## config.mk

```make
export PLATFORM = sky130hd
export DESIGN_NAME = sequenciador_xy
export DESIGN_NICKNAME = d
export VERILOG_FILES = /design/src/rtl/sequenciador_xy.sv
export SDC_FILE = /design/constraint.sdc
export NUM_CORES = 1
export LEC_CHECK = 0
export ABC_AREA = 1
export CORE_MARGIN = 3
export CORE_UTILIZATION = 40
export CTS_CLUSTER_SIZE = 8
export DETAILED_ROUTE_END_ITERATION = 10
export GPL_TIMING_DRIVEN = 0
export PLACE_DENSITY = 0.71
export SYNTH_ARGS = -nofsm -noshare
export SYNTH_HDL_FRONTEND = slang
export SYNTH_SLANG_ARGS = --single-unit
```

## constraint.sdc

```tcl
create_clock -name clock -period 2.4 [get_ports clock]
set_input_delay 0.48 -clock clock [delete_from_list [all_inputs] [get_ports clock]]
set_output_delay 0.48 -clock clock [all_outputs]
set_load 0.05 [all_outputs]
```

## src/rtl/sequenciador_xy.sv

```systemverilog
`default_nettype none
// ============================================================================
// Module   : sequenciador_xy
// Brief    : Command sequencer driving load/clear strobes for X, Y and R and
//            the ALU operation select. Optional SEQUENCIADOR_CMD_COUNT_EN adds
//            an 8-bit completed-command counter output.
// Revision : 1.0 - initial release
// ============================================================================
module sequenciador_xy #(
    parameter int DATA_W  = 8,
    parameter int ULA_LAT = 2
) (
    input  logic              clock,
    input  logic              reset,
    input  logic              cmd_valid,
    output logic              cmd_ready,
    input  logic [1:0]        cmd_op,
    input  logic [DATA_W-1:0] cmd_data,
    output logic [DATA_W-1:0] valor,
    output logic              load_x,
    output logic              load_y,
    output logic              load_r,
    output logic              clear_regs,
    output logic [1:0]        ula_op,
    output logic              done
`ifdef SEQUENCIADOR_CMD_COUNT_EN
    ,
    output logic [7:0]        cmd_count
`endif
);

    localparam logic [1:0] OP_LOAD_X = 2'b00;
    localparam logic [1:0] OP_LOAD_Y = 2'b01;
    localparam logic [1:0] OP_EXEC   = 2'b10;
    localparam logic [1:0] OP_CLEAR  = 2'b11;

    localparam logic [3:0] LAT_INIT = 4'(ULA_LAT - 1);

    typedef enum logic [2:0] {
        IDLE     = 3'd0,
        LOAD     = 3'd1,
        WAIT_ULA = 3'd2,
        WRITE    = 3'd3,
        CLEAR    = 3'd4,
        DONE     = 3'd5
    } state_t;

    state_t            state;
    state_t            state_next;
    logic [1:0]        op_q;
    logic [DATA_W-1:0] data_q;
    logic [3:0]        lat_cnt;
    logic              accept;

    assign accept = cmd_valid && cmd_ready;

    always_ff @(posedge clock) begin
        if (reset) begin
            state   <= IDLE;
            op_q    <= 2'b00;
            data_q  <= '0;
            lat_cnt <= 4'd0;
        end else begin
            state <= state_next;
            if (accept) begin
                op_q    <= cmd_op;
                data_q  <= cmd_data;
                lat_cnt <= LAT_INIT;
            end else if (state == WAIT_ULA && lat_cnt != 4'd0) begin
                lat_cnt <= lat_cnt - 4'd1;
            end
        end
    end

    // Outputs decode purely from state and the captured command, so input
    // changes after acceptance never reach the register strobes.
    always_comb begin
        state_next = state;
        cmd_ready  = 1'b0;
        valor      = '0;
        load_x     = 1'b0;
        load_y     = 1'b0;
        load_r     = 1'b0;
        clear_regs = 1'b0;
        ula_op     = 2'b00;
        done       = 1'b0;

        case (state)
            IDLE: begin
                cmd_ready = !reset;
                if (accept) begin
                    case (cmd_op)
                        OP_LOAD_X: state_next = LOAD;
                        OP_LOAD_Y: state_next = LOAD;
                        OP_EXEC:   state_next = WAIT_ULA;
                        OP_CLEAR:  state_next = CLEAR;
                        default:   state_next = IDLE;
                    endcase
                end
            end
            LOAD: begin
                valor      = data_q;
                load_x     = (op_q == OP_LOAD_X);
                load_y     = (op_q == OP_LOAD_Y);
                state_next = DONE;
            end
            WAIT_ULA: begin
                ula_op = data_q[1:0];
                if (lat_cnt == 4'd0) begin
                    state_next = WRITE;
                end
            end
            WRITE: begin
                ula_op     = data_q[1:0];
                load_r     = 1'b1;
                state_next = DONE;
            end
            CLEAR: begin
                clear_regs = 1'b1;
                state_next = DONE;
            end
            DONE: begin
                done       = 1'b1;
                state_next = IDLE;
            end
            default: begin
                state_next = IDLE;
            end
        endcase
    end

`ifdef SEQUENCIADOR_CMD_COUNT_EN
    always_ff @(posedge clock) begin
        if (reset) begin
            cmd_count <= 8'd0;
        end else if (state == DONE) begin
            cmd_count <= cmd_count + 8'd1;
        end
    end
`endif

endmodule
`default_nettype wire
```

# [Yosys cells after proc, flatten, opt, wreduce, memory -nomap -nowiden]
# Cells that the tools add are included.
[classes] addsub=1 n_eq_ne=11 mux=14 n_reduce_logical=14
[op_table] op="$pmux W3 S3" n=2
[op_table] op="$mux W1" n=8
[op_table] op="$mux W8" n=1
[op_table] op="$eq A3 B2 Y1 const B" n=2
[op_table] op="$eq A3 B3 Y1 const B" n=2
[op_table] op="$mux W3" n=2
[op_table] op="$reduce_or A2 Y1" n=3
[op_table] op="$eq A2 B1 Y1 const B" n=2
[op_table] op="$eq A2 B2 Y1 const B" n=2
[op_table] op="$logic_not A2 Y1" n=2
[op_table] op="$logic_not A4 Y1" n=1
[op_table] op="$reduce_bool A4 Y1" n=1
[op_table] op="$sub A4 B1 Y4 const B" n=1
[op_table] op="$eq A3 B1 Y1 const B" n=1
[op_table] op="$logic_not A3 Y1" n=1
[op_table] op="$reduce_or A3 Y1" n=1
[op_table] op="$logic_and A1 B1 Y1" n=2
[op_table] op="$mux W2" n=1
[op_table] op="$ne A2 B1 Y1 const B" n=1
[op_table] op="$ne A2 B2 Y1 const B" n=1
[op_table] op="$reduce_and A2 Y1" n=1
[op_table] op="$reduce_bool A2 Y1" n=1
[op_table] op="$logic_not A1 Y1" n=1
[totals] register_bits=17 input_bits=13 output_inout_bits=16 word_cells=45

# [Logic depth before layout (Yosys ltp)]
# Gate-level depths: netlist of run 1.
[logic_depth] ltp_word=5 ltp_mapped=7 ltp_nobuf=7

# [Worst setup path after synthesis of run 1]
# OpenSTA, ideal clock, no wires.
[synth_timing] path_kind="reg-to-output" startpoint="register state[2]" endpoint="output ula_op[0]" arrival_time_ps=2136 required_ps=1920 path_slack_ps=-216 stages_incl_launch_ff=6 path_buffers=0 cell_sequence="dfxtp_1 inv_2 nand2_1 nor2_1 inv_1 a21oi_1"
[synth_between] elab_chain_len=3 word_cells_on_any_way=4 classes_between="eq/ne (2); mux (1); reduce/logical (1)"
[synth_rtl] item="start: declaration" line_no="48" text="state_t state;"
[synth_rtl] item="start signal: assignment" line_no="64" text="state <= state_next;"
[synth_rtl] item="$eq A3 B2 Y1" line_no="88" text="case (state)"
[synth_rtl] item="$reduce_or A2 Y1 (no source line) (*)"
[synth_rtl] item="$mux W2 (*)" line_no="88"
[synth_rtl] item="end: declaration" line_no="24" text="output logic [1:0] ula_op,"
# Mark *: on every way between the ends. The rest lies on a longest branch, timed or not.

# [Worst setup path in the final report of run 1]
# Same ends and word-level chain as after synthesis.

==> results of run 1 <==
## worst max-delay path, stage by stage, from the launching register on
cell,delay [ns]
sky130_fd_sc_hd__dfxtp_1,0.37
sky130_fd_sc_hd__inv_2,0.16
sky130_fd_sc_hd__nand2_1,0.10
sky130_fd_sc_hd__nor2_1,0.13
sky130_fd_sc_hd__inv_1,0.07
sky130_fd_sc_hd__a21oi_1,0.11
sky130_fd_sc_hd__dlygate4sd2_1,0.53
## per-stage QoR
stage / hold WS (ns) / utilization [%]
CTS: 0.483 / 60.3
detailed placement: 0.469 / 59.4
floorplan: 0.447 / -
global route: 0.508 / 59.5
finish: 0.480 / 59.5
global placement: 0.457 / 59.4
## cell usage after synthesis (all sizes together)
cell type  count
buf            2
nor3           3
xor2           1
nand3         19
a21oi          7
nand4          1
nand3b         2
nor2          18
dfxtp         17
o21ai         10
ha             1
nand2         20
o22ai          1
inv           23
## where the power goes
group          switching, W  internal, W  leakage (nW)
logic              0.000136    0.0000725         0.429
clock network     0.0000923    0.0000620        0.0177
registers         0.0000137     0.000306         0.139
## cell usage in the layout (no fill, tap or decap), types with 2 or more instances in the layout
cell type,n
sky130_fd_sc_hd__dfxtp_1,17
sky130_fd_sc_hd__clkbuf_4,3
sky130_fd_sc_hd__nand3_1,18
sky130_fd_sc_hd__dlygate4sd2_1,4
sky130_fd_sc_hd__nand2_2,2
sky130_fd_sc_hd__o21ai_0,3
sky130_fd_sc_hd__a21oi_1,4
sky130_fd_sc_hd__nor2_1,15
sky130_fd_sc_hd__clkdlybuf4s15_2,2
sky130_fd_sc_hd__nor2_4,2
sky130_fd_sc_hd__inv_2,3
sky130_fd_sc_hd__nand2_1,18
sky130_fd_sc_hd__nor3_1,3
sky130_fd_sc_hd__clkbuf_2,7
sky130_fd_sc_hd__o21ai_2,7
sky130_fd_sc_hd__inv_1,20
sky130_fd_sc_hd__a21oi_2,3
sky130_fd_sc_hd__nand3b_1,2
sky130_fd_sc_hd__dlymetal6s2s_1,3
sky130_fd_sc_hd__clkdlybuf4s50_1,12
## how the worst min path moves through the flow
stage | startpoint | endpoint | slack, ns
after floorplan | data_q[4]$_SDFFE_PP0P_ | data_q[4]$_SDFFE_PP0P_ | 0.45
after global placement | data_q[2]$_SDFFE_PP0P_ | data_q[2]$_SDFFE_PP0P_ | 0.46
after detailed placement | data_q[6]$_SDFFE_PP0P_ | data_q[6]$_SDFFE_PP0P_ | 0.47
after CTS | data_q[6]$_SDFFE_PP0P_ | data_q[6]$_SDFFE_PP0P_ | 0.48
after global routing | data_q[6]$_SDFFE_PP0P_ | data_q[6]$_SDFFE_PP0P_ | 0.51
final | data_q[6]$_SDFFE_PP0P_ | data_q[6]$_SDFFE_PP0P_ | 0.48
## routing by layer
| layer | track usage [%] | part of all wire, % | up-vias | wire, µm |
|---|---|---|---|---|
| met5 | 0 | 0 | - | 0 |
| met4 | 6.38 | 1.6 | 0 | 34 |
| met3 | 5.26 | 5.9 | 2 | 123 |
| met2 | 29.6 | 49 | 19 | 1030 |
| met1 | 19.3 | 43 | 396 | 913 |
| li1 | - | - | 468 | - |
## registers in the layout, indices dropped and copies added (netlist names)
name,cells
op_q,2
data_q,8
lat_cnt,4
state,3
## layout make-up
class	count	area (µm²)	share of cell area, %
Buffer	2	16.3	1.33
Clock buffer	3	22.5	1.83
Clock inverter	1	5.00	0.408
Inverter	23	86.3	7.03
Multi-Input combinational cell	83	473	38.5
Sequential cell	17	340	27.7
Tap cell	27	33.8	2.75
Timing Repair Buffer	28	250	20.4
## cell families after synthesis
group                      after synthesis  share of synthesized area (%)
buffers and inverters                   25                           11.3
AOI/OAI and AO/OA                       18                           14.8
adders and majority gates                1                           1.37
and+or+nand+nor                         63                           34.2
DFF                                     17                           37.4
xor gates and xnor gates                 1                          0.962
## what timing repair did
action | CTS | global route
endpoints found under the hold margin | 0 | 0
endpoints found under the setup margin | 13 | 14
resized for setup | 20 | 17
hold buffers | 0 | 0
==> results.txt, run 1 <==
- The run finished with clean final reports.
- Timing startpoint of the critical path: state[2]$_SDFFE_PP0P_
- Via-per-instance ratio: 4.81
* Static leakage: 0.586 nW
* Total congestion overflow: 0
- Highest ir drop seen on vdd: 0.481 mV
* Critical path start-end classification: flop to output pin
* CTS tree: built
- For the pin with the worst max-slew slack, the measured transition is 0.506 ns.
- Routed len/inst: 11.4 µm
- In the post-route analysis, the smallest setup slack over all paths is 0.163 ns.
- Count of mapped cells out of synthesis: 125
- Final wirelength: 2100 µm
- Via count of the first global-routing pass: 830
- Setup slack on the worst flop-to-flop path: 1.17 ns
- Wire length of the first global-routing pass: 3570 µm
- For this run, design rule violations remaining after detail routing come to 0.
* Initial cell density of the core: 44.2%
- NumNets Final: 172
- Initial antenna violation count: 0
- After clock tree synthesis, the clock-pin slew on the worst setup and hold paths is 0.11 ns.
- Sum of internal, switching and leakage power: 0.000682 W
* Antenna violation net count after detailed routing: 0
- The tool flagged a number of max-cap violations equal to 0.
- The core region is 2060 µm².
* Clock latency of the later-clocked register in the worst-skew pair: 0.30 ns
* Number of CTS-inserted buffers: 3
- Summing all placed instances gives a cell area of 1220 µm².
- Non-filler cells, final: 184
- The clock passes through at most 2 buffers.
* Worst setup slack before clock tree synthesis: -0.296 ns
* Via count of the routed design: 885
- Post-DP HPWL: 1590 µm
* Deepest level of the CTS H-tree: 1
* Number of cells on the worst hold path: 2
- RSZ-0062 raised after global routing: false
- DR pass1 iterations: 4
- Mapped Nets: 139
* Highest clock frequency the design can meet: 447 MHz
- Share of synthesized area occupied by flip-flops and latches: 37.4%
* Number of flip-flops and latches in the synthesized netlist: 17
* Die span in y: 53.7 µm
* Cell count of the worst reg-to-reg path: 7
* Worst Setup End Kind: output pin
- The max-slew violation count came to 0.
- The startpoint identified for the worst register-to-register timing path is lat_cnt[0]$_SDFFE_PP0P_.
* Cell accounting for the most synthesized area: sky130_fd_sc_hd__dfxtp_1
* Number of inserted filler cells in the final layout: 201
- Buffers placed on the I/O ports in this run total 28.
* Shortest period the worst path allows: 2.24 ns
* Worst-case clock skew: 0.0130 ns
- The number of placed instances, taps included, is 180.
- Post-Route Setup TNS: 0 ns
- Reg2Reg Capture Point: lat_cnt[2]$_SDFFE_PP0P_
* Yosys warning count: 0
- The die covers 2890 µm².
- Ant. Diodes: 0
* Final instance area: 1230 µm²
- The most critical setup path has its endpoint at ula_op[0].
- Mean post-synth cell area: 7.29 µm²
- In this run the post-CTS setup repair buffer count came out at 0.
- Pin count of the biggest net entering global routing: 11
* Number of rows in the core area: 16
- Data on the critical path arrives at its endpoint at 1.76 ns.
* RD Place Congestion: 0.750
* Ports placed on the boundary: 29
- The tree is rooted in a sky130_fd_sc_hd__clkbuf_4.
* DR iter-0 viols: 13
- Number of library cell types mapped by synthesis: 21
* Final setup vio count: 0
- Overall die width: 53.7 µm
- The mapped netlist covers 911 µm².
- Of the available clock period, the critical path in the final layout requires 93.2%.
* P per Cell Area: 556 nW/µm²
- Worst max-slew margin expressed relative to the limit: 66.2%
- Area overhead of the layout relative to synthesis: 34.8%
- Top-area cell type share of the netlist area: 37.4%
- Critical path required time: 1.92 ns
- STA classifies the critical path startpoint as a flop.
- The clock drives 17 sinks.
- By area the synthesized netlist is led by sky130_fd_sc_hd__dfxtp_1 (37%), sky130_fd_sc_hd__nand3_1 (10%), sky130_fd_sc_hd__inv_1 (8.2%).
* Kind of path behind the tightest hold check: flop to flop
- Crit path max fanout: 8
- Global routing used 17.1% of the available tracks.
- Share of post-route cells with drive strength above 1: 22.9%
* Final Hold Fails: 0
No activity file was read; power rests on OpenSTA's default activity.
==> run 2, diff against run 1 <==
SETUP_SLACK_MARGIN = 0.5   (was default)
==> run 2 against run 1 <==
  * Maximum frequency up 21%
  * Global-route usage down 0.24 points
  * Largest power group unchanged
  * Power up 2.2%
  * Non-clock buffer count up 2
  * Combinational power up 8%
  * Sequential share of layout area down 0.53 points
  * Clock power about the same
  * Largest cell class unchanged
  * Clock skew down 0.0017 ns
  * Register-to-register slack worse by 0.02 ns
  * Sequential cell count unchanged
==> results.txt, run 2 (same netlist as run 1, synthesis figures left out) <==
- Run status: complete, no violations
* Min setup slack post-route: 0.556 ns
* Max-slew violation count: 0
* Total core area: 2060 µm²
* Number of inserted filler cells in the final layout: 205
- Worst setup slack before clock tree synthesis: -0.301 ns
- For the pin with the worst max-slew slack, the measured transition is 0.333 ns.
- Total GRT Usage: 16.8%
- Via count of the routed design: 909
- The min-delay analysis places its worst path in the category flop to flop.
- The die is 53.7 µm wide.
- CTS root buf: sky130_fd_sc_hd__clkbuf_4
- In this run, the number of DRC markers left after iteration 0 of detailed routing was 12.
* Number of cells on the worst hold path: 2
- Number of rows in the core area: 16
- Worst Setup End Kind: output pin
* Routed len/inst: 11.4 µm
- P per Cell Area: 551 nW/µm²
- For this run, the post-layout net count is 174.
- Deepest level of the CTS H-tree: 1
- Measured against its own limit, the worst slew margin works out to 77.8%.
* Highest clock frequency the design can meet: 542 MHz
* Die span in y: 53.7 µm
* Area enclosed by the die boundary: 2890 µm²
* Critical path start-end classification: flop to output pin
- Most common cell after layout, fill and taps aside: sky130_fd_sc_hd__inv_1
- Total congestion overflow: 0
- Data on the critical path is required at its endpoint by 1.92 ns.
* Final Hold Fails: 0
* Via-per-instance ratio: 4.89
* RD Place Congestion: 0.735
- The first detailed-routing pass took 4 iterations.
- Via count of the first global-routing pass: 828
* Area overhead of the layout relative to synthesis: 38.9%
- The completed layout was analyzed and its total power is 0.000697 W.
* Ant. Diodes: 0
- Once detail routing completed, the nets flagged for antenna violations numbered 0.
* Clock latency of the later-clocked register in the worst-skew pair: 0.28 ns
- CP Depth: 4
- For this run, design rule violations remaining after detail routing come to 0.
- RSZ-0062 raised after global routing: true
* Final wirelength: 2120 µm
- Max Cap Viol: 0
- Static leakage: 0.546 nW
* Share of post-route cells with drive strength above 1: 31.4%
- Largest registers: data_q x8, lat_cnt x4, state x3
* Fin Hold WS: 0.476 ns
- Shortest period the worst path allows: 1.84 ns
* Cell with the largest stage delay on the worst path: sky130_fd_sc_hd__dfxtp_2
- Most flops, register: data_q
- At the end of the flow the core is filled with cells to 61.3%.
- Worst path arrival time: 1.36 ns
- Crit path max fanout: 10
- Initial cell density of the core: 44.2%
- Startpoint Class: flop
- Traced cell by cell, the critical path runs through inv_1 > nand3_4 > nor3_1 > buf_4.
* # port buffers: 28
* Post-DP HPWL: 1590 µm
- Pin count of the biggest net entering global routing: 11
- Initial antenna violation count: 0
* Setup slack on the worst flop-to-flop path: 1.15 ns
- The worst path uses 76.8% of the clock period.
- Cell family with most CP delay: flip-flops
* Largest incremental delay on the critical path: 0.37 ns
- CTS tree: built
- Cell count of the worst reg-to-reg path: 7
* Highest ir drop seen on vdd: 0.345 mV
- The clock passes through at most 2 buffers.
- After clock tree synthesis, the flow added hold-fix buffers numbering 0.
- After clock tree synthesis, the clock-pin slew on the worst setup and hold paths is 0.11 ns.
- TritonCTS created 3 clock buffers.
- Num Clock Sinks: 17
* Critical path buffers and inverters: 2
- Ports placed on the boundary: 29
* Largest register FFs: 8
* Worst-case clock skew: 0.0112 ns
* Wire length of the first global-routing pass: 3570 µm
* Final setup vio count: 0
- Leaving out fill and tap cells, the most frequent cells in the layout are sky130_fd_sc_hd__inv_1 (20), sky130_fd_sc_hd__nand2_1 (18), sky130_fd_sc_hd__nand3_1 (18).
## run 2: cell types whose count changed in the layout (fill, tap and decap cells not counted), sizes merged
cell           delta
clkdlybuf4s50     -1
dlygate4sd2       -3
dlymetal6s2s      -3
clkbuf            -6
clkinv            -1
clkdlybuf4s15     -1
buf              +17
## run 2: worst min-delay path, stage by stage, from the launching register on
cell and delay [ns]:
sky130_fd_sc_hd__dfxtp_1 0.31, sky130_fd_sc_hd__inv_1 0.07, sky130_fd_sc_hd__o21ai_2 0.06
## run 2: repair_timing
action                                  in CTS  in global routing
resized for setup                           92                 10
setup buffers                                2                  0
cloned                                       0                  0
pin swaps                                    1                  0
endpoints found under the setup margin      16                 16
## run 2: path summary, 6_finish.rpt
kind	from	to
min reg2reg	data_q[3]$_SDFFE_PP0P_	data_q[3]$_SDFFE_PP0P_
min	data_q[3]$_SDFFE_PP0P_	data_q[3]$_SDFFE_PP0P_
max reg2reg	state[2]$_SDFFE_PP0P_	op_q[1]$_SDFFE_PP0P_
max	state[1]$_SDFFE_PP0P_	load_x
## run 2: final cells by class
type	instances	area (µm²)	share of cell area (%)
multi-input cells	83	498	39.4
flip-flops and latches	17	344	27.2
repair buffers	30	260	20.6
inverters	23	86.3	6.82
well taps	27	33.8	2.67
clock buffers	4	26.3	2.08
plain buffers	2	16.3	1.29
## run 2: report_power, final
group          switching, W  leakage [nW]  internal, W
Combinational      0.000141         0.390    0.0000825
Sequential        0.0000139         0.141     0.000307
Clock             0.0000885        0.0150    0.0000644
Total              0.000244         0.546     0.000454
## run 2: through the flow
step / area, µm² / setup TNS, ns / cells
floorplan: 928 / 0 / 125
global placement: 1240 / -0.308 / 180
detailed placement: 1240 / -0.374 / 180
CTS: 1260 / 0 / 186
global route: 1260 / 0 / 186
finish: 1260 / 0 / 186
## run 2: per-layer routing
layer	GRT usage (%)	wire [µm]
met2	27.4	1020
met4	6.38	18
met1	22.0	946
met3	2.77	137
met5	0	0
